===== config.mk =====
export PLATFORM = sky130hd
export DESIGN_NAME = uart_image_loader_flat
export DESIGN_NICKNAME = d
export VERILOG_FILES = /design/src/rtl/uart_image_loader_if.sv /design/src/rtl/uart_image_loader.sv /design/src/flat_wrapper.sv
export SDC_FILE = /design/constraint.sdc
export NUM_CORES = 1
export LEC_CHECK = 0
export ABC_AREA = 1
export BUFFER_PORTS_ARGS = -buffer_cell sky130_fd_sc_hd__buf_2
export CAP_MARGIN = 30
export CORE_AREA = 5 5 89 91
export DETAILED_ROUTE_END_ITERATION = 12
export DIE_AREA = 0 0 94 96
export PLACE_DENSITY = 0.64
export REMOVE_ABC_BUFFERS = 1
export SYNTH_ARGS = -nofsm -noshare
export SYNTH_HDL_FRONTEND = slang
export SYNTH_SLANG_ARGS = --single-unit

===== constraint.sdc =====
create_clock -name clk -period 3 [get_ports clk]
set_input_delay 0.15 -clock clk [delete_from_list [all_inputs] [get_ports clk]]
set_output_delay 0.15 -clock clk [all_outputs]
set_load 0.02 [all_outputs]

===== src/rtl/uart_image_loader_if.sv =====
// Pixel write port plus frame handshake between the UART image loader and its consumer.
// The loader is the master; the image buffer / inference FSM is the slave.
interface uart_image_loader_if #(
   parameter int ADDR_W = 10
);
   logic              wr_en;
   logic [ADDR_W-1:0] wr_addr;
   logic [7:0]        wr_data;
   logic              frame_valid;
   logic              frame_ack;
   logic              loading;
   logic              overrun;
   logic [7:0]        frame_err_cnt;

   modport master (
      output wr_en, wr_addr, wr_data, frame_valid, loading, overrun, frame_err_cnt,
      input  frame_ack
   );

   modport slave (
      input  wr_en, wr_addr, wr_data, frame_valid, loading, overrun, frame_err_cnt,
      output frame_ack
   );
endinterface


===== src/rtl/uart_image_loader.sv =====
// 8N1 UART receiver feeding a sync-byte framed loader that writes one image into a pixel buffer.
// The loader holds frame_valid until the consumer acknowledges the frame.
module uart_image_loader #(
   parameter int         CLKS_PER_BIT = 434,
   parameter int         NUM_PIXELS   = 784,
   parameter int         ADDR_W       = 10,
   parameter logic [7:0] SYNC_BYTE    = 8'hAA
) (
   input  logic                clk,
   input  logic                resetn,
   input  logic                rx_serial,
   uart_image_loader_if.master bus
);
   localparam int                CNT_W     = $clog2(CLKS_PER_BIT);
   localparam logic [CNT_W-1:0]  BIT_LAST  = CNT_W'(CLKS_PER_BIT - 1);
   localparam logic [CNT_W-1:0]  HALF_LAST = CNT_W'(CLKS_PER_BIT / 2 - 1);
   localparam logic [ADDR_W-1:0] LAST_ADDR = ADDR_W'(NUM_PIXELS - 1);

   typedef enum logic [2:0] {RX_IDLE, RX_START, RX_DATA, RX_STOP, RX_BREAK} rx_state_t;
   typedef enum logic [1:0] {LD_WAIT_SYNC, LD_LOAD, LD_READY} ld_state_t;

   logic [1:0]        sync_reg;
   logic              rx_bit;
   rx_state_t         rx_state_reg;
   logic [CNT_W-1:0]  clk_cnt_reg;
   logic [2:0]        bit_idx_reg;
   logic [7:0]        shift_reg;
   logic              byte_valid_reg;
   logic              frame_err_reg;

   ld_state_t         ld_state_reg;
   logic [ADDR_W-1:0] count_reg;
   logic              last_reg;
   logic              wr_en_reg;
   logic [ADDR_W-1:0] wr_addr_reg;
   logic [7:0]        wr_data_reg;
   logic              frame_valid_reg;
   logic              overrun_reg;
   logic [7:0]        err_cnt_reg;

   // Presetting to 1 keeps a reset release from looking like a start bit.
   always_ff @(posedge clk or negedge resetn) begin
      if (!resetn) begin
         sync_reg <= 2'b11;
      end else begin
         sync_reg <= {sync_reg[0], rx_serial};
      end
   end

   assign rx_bit = sync_reg[1];

   always_ff @(posedge clk or negedge resetn) begin
      if (!resetn) begin
         rx_state_reg   <= RX_IDLE;
         clk_cnt_reg    <= '0;
         bit_idx_reg    <= '0;
         shift_reg      <= '0;
         byte_valid_reg <= 1'b0;
         frame_err_reg  <= 1'b0;
      end else begin
         byte_valid_reg <= 1'b0;
         frame_err_reg  <= 1'b0;
         case (rx_state_reg)
            RX_IDLE: begin
               clk_cnt_reg <= '0;
               if (!rx_bit) rx_state_reg <= RX_START;
            end
            RX_START: begin
               if (clk_cnt_reg == HALF_LAST) begin
                  clk_cnt_reg  <= '0;
                  bit_idx_reg  <= '0;
                  rx_state_reg <= rx_bit ? RX_IDLE : RX_DATA;
               end else begin
                  clk_cnt_reg <= clk_cnt_reg + CNT_W'(1);
               end
            end
            RX_DATA: begin
               if (clk_cnt_reg == BIT_LAST) begin
                  clk_cnt_reg <= '0;
                  shift_reg   <= {rx_bit, shift_reg[7:1]};
                  if (bit_idx_reg == 3'd7) rx_state_reg <= RX_STOP;
                  else                     bit_idx_reg  <= bit_idx_reg + 3'd1;
               end else begin
                  clk_cnt_reg <= clk_cnt_reg + CNT_W'(1);
               end
            end
            RX_STOP: begin
               if (clk_cnt_reg == BIT_LAST) begin
                  clk_cnt_reg <= '0;
                  if (rx_bit) begin
                     byte_valid_reg <= 1'b1;
                     rx_state_reg   <= RX_IDLE;
                  end else begin
                     frame_err_reg <= 1'b1;
                     rx_state_reg  <= RX_BREAK;
                  end
               end else begin
                  clk_cnt_reg <= clk_cnt_reg + CNT_W'(1);
               end
            end
            RX_BREAK: begin
               if (rx_bit) rx_state_reg <= RX_IDLE;
            end
            default: rx_state_reg <= RX_IDLE;
         endcase
      end
   end

   always_ff @(posedge clk or negedge resetn) begin
      if (!resetn) begin
         ld_state_reg    <= LD_WAIT_SYNC;
         count_reg       <= '0;
         last_reg        <= 1'b0;
         wr_en_reg       <= 1'b0;
         wr_addr_reg     <= '0;
         wr_data_reg     <= '0;
         frame_valid_reg <= 1'b0;
         overrun_reg     <= 1'b0;
         err_cnt_reg     <= '0;
      end else begin
         wr_en_reg <= 1'b0;
         if (frame_err_reg && err_cnt_reg != 8'hFF) err_cnt_reg <= err_cnt_reg + 8'd1;
         case (ld_state_reg)
            LD_WAIT_SYNC: begin
               if (byte_valid_reg && shift_reg == SYNC_BYTE) begin
                  count_reg    <= '0;
                  ld_state_reg <= LD_LOAD;
               end
            end
            LD_LOAD: begin
               // last_reg delays READY by one cycle so frame_valid follows the final write.
               if (last_reg) begin
                  last_reg        <= 1'b0;
                  frame_valid_reg <= 1'b1;
                  ld_state_reg    <= LD_READY;
               end else if (frame_err_reg) begin
                  count_reg    <= '0;
                  ld_state_reg <= LD_WAIT_SYNC;
               end else if (byte_valid_reg) begin
                  wr_en_reg   <= 1'b1;
                  wr_addr_reg <= count_reg;
                  wr_data_reg <= shift_reg;
                  count_reg   <= count_reg + ADDR_W'(1);
                  if (count_reg == LAST_ADDR) last_reg <= 1'b1;
               end
            end
            LD_READY: begin
               if (bus.frame_ack) begin
                  frame_valid_reg <= 1'b0;
                  overrun_reg     <= 1'b0;
                  ld_state_reg    <= LD_WAIT_SYNC;
               end else if (byte_valid_reg) begin
                  overrun_reg <= 1'b1;
               end
            end
            default: ld_state_reg <= LD_WAIT_SYNC;
         endcase
      end
   end

   assign bus.wr_en         = wr_en_reg;
   assign bus.wr_addr       = wr_addr_reg;
   assign bus.wr_data       = wr_data_reg;
   assign bus.frame_valid   = frame_valid_reg;
   assign bus.loading       = (ld_state_reg == LD_LOAD);
   assign bus.overrun       = overrun_reg;
   assign bus.frame_err_cnt = err_cnt_reg;
endmodule


===== src/flat_wrapper.sv =====
// flat-port wrapper written by rule: the top's interface ports become plain ports
module uart_image_loader_flat 
#(
   parameter int         CLKS_PER_BIT = 434,
   parameter int         NUM_PIXELS   = 784,
   parameter int         ADDR_W       = 10,
   parameter logic [7:0] SYNC_BYTE    = 8'hAA
)
  (clk, resetn, rx_serial, bus_wr_en, bus_wr_addr, bus_wr_data, bus_frame_valid, bus_loading, bus_overrun, bus_frame_err_cnt, bus_frame_ack);
  uart_image_loader_if #(.ADDR_W(ADDR_W)) bus_i ();
  input  logic clk;
  input  logic resetn;
  input  logic rx_serial;
  output wire logic [$bits(bus_i.wr_en)-1:0] bus_wr_en;
  output wire logic [$bits(bus_i.wr_addr)-1:0] bus_wr_addr;
  output wire logic [$bits(bus_i.wr_data)-1:0] bus_wr_data;
  output wire logic [$bits(bus_i.frame_valid)-1:0] bus_frame_valid;
  output wire logic [$bits(bus_i.loading)-1:0] bus_loading;
  output wire logic [$bits(bus_i.overrun)-1:0] bus_overrun;
  output wire logic [$bits(bus_i.frame_err_cnt)-1:0] bus_frame_err_cnt;
  input wire logic [$bits(bus_i.frame_ack)-1:0] bus_frame_ack;
  assign bus_wr_en = bus_i.wr_en;
  assign bus_wr_addr = bus_i.wr_addr;
  assign bus_wr_data = bus_i.wr_data;
  assign bus_frame_valid = bus_i.frame_valid;
  assign bus_loading = bus_i.loading;
  assign bus_overrun = bus_i.overrun;
  assign bus_frame_err_cnt = bus_i.frame_err_cnt;
  assign bus_i.frame_ack = bus_frame_ack;
  uart_image_loader #(.CLKS_PER_BIT(CLKS_PER_BIT), .NUM_PIXELS(NUM_PIXELS), .ADDR_W(ADDR_W), .SYNC_BYTE(SYNC_BYTE)) u_core (.clk(clk), .resetn(resetn), .rx_serial(rx_serial), .bus(bus_i));
endmodule

# After elaboration in Yosys (flattened, before gate mapping)

Cells that the tools add are included.

Flip-flop bits (word level): 69
Word-level logic and storage cells: 110

Add/subtract/negate cells: 4
Equality and inequality tests: 25
Muxes and demuxes: 45
Bitwise gates (word level): 2
Reduce and logical (&&, ||, !) cells: 18

Operators with widths:

| kind                    | number |
|---|---|
| $mux W10                | 4 |
| $mux W3                 | 10 |
| $pmux W9 S3             | 1 |
| $pmux W10 S2            | 1 |
| $mux W1                 | 18 |
| $mux W9                 | 2 |
| $pmux W3 S5             | 1 |
| $ne A2 B1 Y1 const B    | 7 |
| $reduce_and A4 Y1       | 3 |
| $add A10 B1 Y10 const B | 1 |
| $eq A10 B10 Y1 const B  | 1 |
| $mux W2                 | 5 |
| $add A9 B1 Y9 const B   | 1 |
| $eq A9 B8 Y1 const B    | 1 |
| $eq A9 B9 Y1 const B    | 1 |
| $add A8 B1 Y8 const B   | 1 |
| $eq A8 B8 Y1 const B    | 1 |
| $ne A2 B2 Y1 const B    | 4 |
| $ne A8 B8 Y1 const B    | 1 |
| $reduce_bool A2 Y1      | 4 |
| $eq A3 B2 Y1 const B    | 2 |
| $eq A3 B3 Y1 const B    | 2 |
| $ne A3 B1 Y1 const B    | 2 |
| $pmux W2 S3             | 1 |
| 15 further kinds        | 19 |

# Longest topological paths before layout

Depth after elaboration: 5
Gate-level depth with buffers: 9

# Least setup slack after synthesis

No wires, ideal clock.

Path type: reg2reg
Start: reg u_core.err_cnt_reg[0], in the netlist u_core.bus.frame_err_cnt[0]
End: reg u_core.err_cnt_reg[4], in the netlist u_core.bus.frame_err_cnt[4]
Arrival: 1.392 ns
Required time: 2.877 ns
Slack: 1.485 ns
Cell stages (with the launch flop): 9
Buffers on the path: 0
Clock period less this slack: 1.515 ns
Cell sequence: dfrtp_1 ha_1 nand3_2 nor3_2 nand3_1 nand2_2 inv_2 nand2_1 o21ai_1

Longest elaborated chain between the ends: 2
Elaborated cells between the ends (all ways): 3
Classes of those cells: 1 x add/sub; 1 x eq/ne; 1 x reduce/logical

Ends and longest elaborated chain:

| element                                                               | line                     | RTL |
|---|---|---|
| start, declared                                                       | uart_image_loader.sv:39  | `logic [7:0] err_cnt_reg;` |
| start signal, assigned                                                | uart_image_loader.sv:122 | `if (frame_err_reg && err_cnt_reg != 8'hFF) err_cnt_reg <= err_cnt_reg + 8'd1;` |
| parallel branches: the longest is 2 deep, another holds $add A8 B1 Y8 | n/a                      |  |

Parallel ways; which one is timed is not known.
A chain may end at the register's enable or synchronous reset.

# Final worst setup path

Start: reg u_core.ld_state_reg[1]
End: reg u_core.last_reg

Longest elaborated chain between the ends: 1

Ends and longest elaborated chain:

| element                | line                     | RTL |
|---|---|---|
| start, declared        | uart_image_loader.sv:31  | `ld_state_t ld_state_reg;` |
| start signal, assigned | uart_image_loader.sv:111 | `ld_state_reg <= LD_WAIT_SYNC;` |
| start signal, assigned | uart_image_loader.sv:127 | `ld_state_reg <= LD_LOAD;` |
| start signal, assigned | uart_image_loader.sv:135 | `ld_state_reg <= LD_READY;` |
| $eq A2 B1 Y1           | uart_image_loader.sv:123 | `case (ld_state_reg)` |
| end signal, assigned   | uart_image_loader.sv:113 | `last_reg <= 1'b0;` |
| end signal, assigned   | uart_image_loader.sv:133 | `last_reg <= 1'b0;` |
| end signal, assigned   | uart_image_loader.sv:144 | `if (count_reg == LAST_ADDR) last_reg <= 1'b1;` |
| end, declared          | uart_image_loader.sv:33  | `logic last_reg;` |

No other way between the ends.

==> results.yml <==
outcome:
  status: "finished clean"
placement:
  numPortBuffers: 33
  placed_cell_area_um2: 3670
  place_congestion: 0.845
  post-place-cells: 522
  hpwl_mm: 4.65
  pre_cts_slack_ps: 1350
grt:
  grt_use_total_pct: 16.1
  overflow: 0
  grt_max_degree: 45
  grt_antenna_before_repair: 0
  grt_pass1_vias: 2479
  grt_pass1_wl_mm: 11.4
layout:
  diodes: 0
  nets: 447
  syn_to_final_growth_pct: 13.3
  fin_cells: 540
  final_cell_area_um2: 3880
  drive_gt1_share_pct: 20.2
synth:
  synth_cell_type_count: 31
  async_reset_ff_share_pct: 100
  ys_ff_latch: 69
  netlist.area_leader.share_pct: 48.9
  yosys-top-cells-count: "103 x nand2_1, 67 x dfrtp_1, 46 x inv_1"
  syn_inst: 394
  synth_edf_count: 0
  synthFlopType: "dfrtp_1"
  seq_area_frac_synth_pct: 50.5
  netlist_top_cells_area: "dfrtp_1 49%, nand2_1 11%, inv_1 5.0%, o21ai_1 3.5%, nor2_1 2.7%"
  synth_area_per_cell_um2: 8.69
  synth_area_leader_cell: "dfrtp_1"
  yosysWarnings: 0
  synth_most_common_cell: "nand2_1"
  synth_area_um2: 3430
setup_path:
  cp_max_fo: 36
  crit_path_start_kind: "flip-flop"
  crit_type: "flip-flop to flip-flop"
  worst_setup_path_end_kind: "flip-flop"
  cp_data_arrival_time_ps: 1910
  reg2reg_depth: 7
  crit_required_ps: 3250
route:
  ant_nets: 0
  vias: 2623
  drtIter0Drc: 121
  first_pass_iters: 4
  wire_per_inst_um: 12.0
  viasPerCell: 4.86
  drc: 0
  totalWireLength_mm: 6.49
die:
  die_h_um: 96
  initial_core_util_pct: 48.5
  coreArea_um2: 7060
  io_pins: 34
  rows: 31
  fp.dieW_um: 94
  dieArea_um2: 9020
power_and_ir_drop:
  cellPowerDensity_nw_per_um2: 465
  power_frac_clock_pct: 41.4
  leakage_nw: 1.90
  seq_power_share_pct: 52.5
  ir_drop_v: 0.000259
  p_sw_mw: 0.436
  p_comb_share_pct: 6.1
  intPower_mw: 1.37
  p_sw_share_pct: 24.2
timing:
  skew_ps: 12.4
  fmax_ghz: 0.605
  finalCriticalPeriod_ps: 1650
  final_hold_viol_count: 0
  slew_viol_final: 0
  period_share_pct: 55.1
  layout_setup_ws_ps: 1350
  setup_tns_ps: 0
  setup_viol: 0
  slew_headroom_pct: 63.7
  hold_ws_ps: 87.8
  rsz0062_at_grt: "false"
  worst_slew_pin_slew_ps: 545
cts:
  cts_tree: "built"
  cts-root-buf: "clkbuf_8"
  insertion_delay_ps: 340
  post_cts_buffers: 0
  clock_sink_count: 69
  htree_levels: 3
  cts_resized: 0
  clkTransAtPathRegs_ps: 80
  cts_buffers: 9
  clockBufferDepth: 2
min_path:
  hp-class: "primary input to flip-flop"
  min_path_cells: 4
run:
  cap_violations: 0
-- cells in the final DEF, fill, tap and decap left out, types with 6 or more instances in the layout --
master    synthesis  layout
dfrtp_1          67      67
o21ai_2          10      10
nor2_1           25      25
ha_1              7       7
nor3_1            7       7
nand4_1          14      14
nand2_2           7       7
nand3_1          18      18
inv_1            46      46
buf_2             1      33
clkbuf_8          0      10
o21ai_1          24      24
inv_2             6       6
nand2_1         103     103
o21ai_0          13      13
xor2_1           10      10
-- final timing paths --
path | start | end | slack, ps
setup / recovery | u_core.ld_state_reg[1] | u_core.last_reg | 1350
hold / removal | bus_frame_ack | u_core.ld_state_reg[1] | 90
setup reg to reg | u_core.ld_state_reg[1] | u_core.last_reg | 1350
hold reg to reg | u_core.sync_reg[0] | u_core.sync_reg[1] | 360
max in group asynchronous | resetn | u_core.sync_reg[0] | 2180
min in group asynchronous | resetn | u_core.bus.frame_err_cnt[3] | 330
-- critical path, stage by stage (launching register included) --
cell      delay, ps
dfrtp_1         380
inv_1           150
nand2_2          90
clkinv_2        130
nand4_4         420
inv_2           230
nand4_1          90
o21ai_0          90
-- cell families after synthesis --
family          Yosys count  synth area share, %
xor+xnor                 15                 3.83
buf+inv                  59                 7.63
flops                    69                 50.5
fa+ha+maj                 7                 2.56
simple gates            193                 26.7
compound gates           51                 8.77
-- metrics by stage --
step                power, mW  utilization, %
floorplan                1.03               -
global placement         1.07            52.0
detailed placement       1.07            52.0
CTS                      1.83            55.0
global route             1.89            55.0
finish                   1.80            55.0
-- layout make-up --
cell class | instances | area, um^2
Clock inverter | 4 | 47.5
Sequential cell | 69 | 1730
Multi-Input combinational cell | 266 | 1440
Timing Repair Buffer | 37 | 200
Clock buffer | 12 | 145
Fill cell | 664 | 3180
Tap cell | 99 | 124
Inverter | 53 | 200
-- layer usage --
layer / part of all wire [%] / GRT usage [%] / routed length [um]
met1: 47 / 21.3 / 3070
met4: 1.5 / 6.50 / 95
met5: 0 / 0 / 0
met2: 47 / 26.1 / 3070
met3: 3.8 / 3.05 / 244
-- timing repair --
item,CTS,global route
hold buffers,2,0
endpoints found under the setup margin,0,0
hold endpoints to repair,68,0
-- power by group through the flow --
| stage | clock (mW) | sequential (mW) | combinational, mW |
|---|---|---|---|
| after floorplan | 0 | 0.966 | 0.0655 |
| after global placement | 0 | 0.964 | 0.108 |
| after detailed placement | 0 | 0.965 | 0.110 |
| after CTS | 0.770 | 0.947 | 0.113 |
| after global routing | 0.819 | 0.948 | 0.126 |
| final | 0.746 | 0.947 | 0.111 |
No activity file was read; power rests on OpenSTA's default activity.
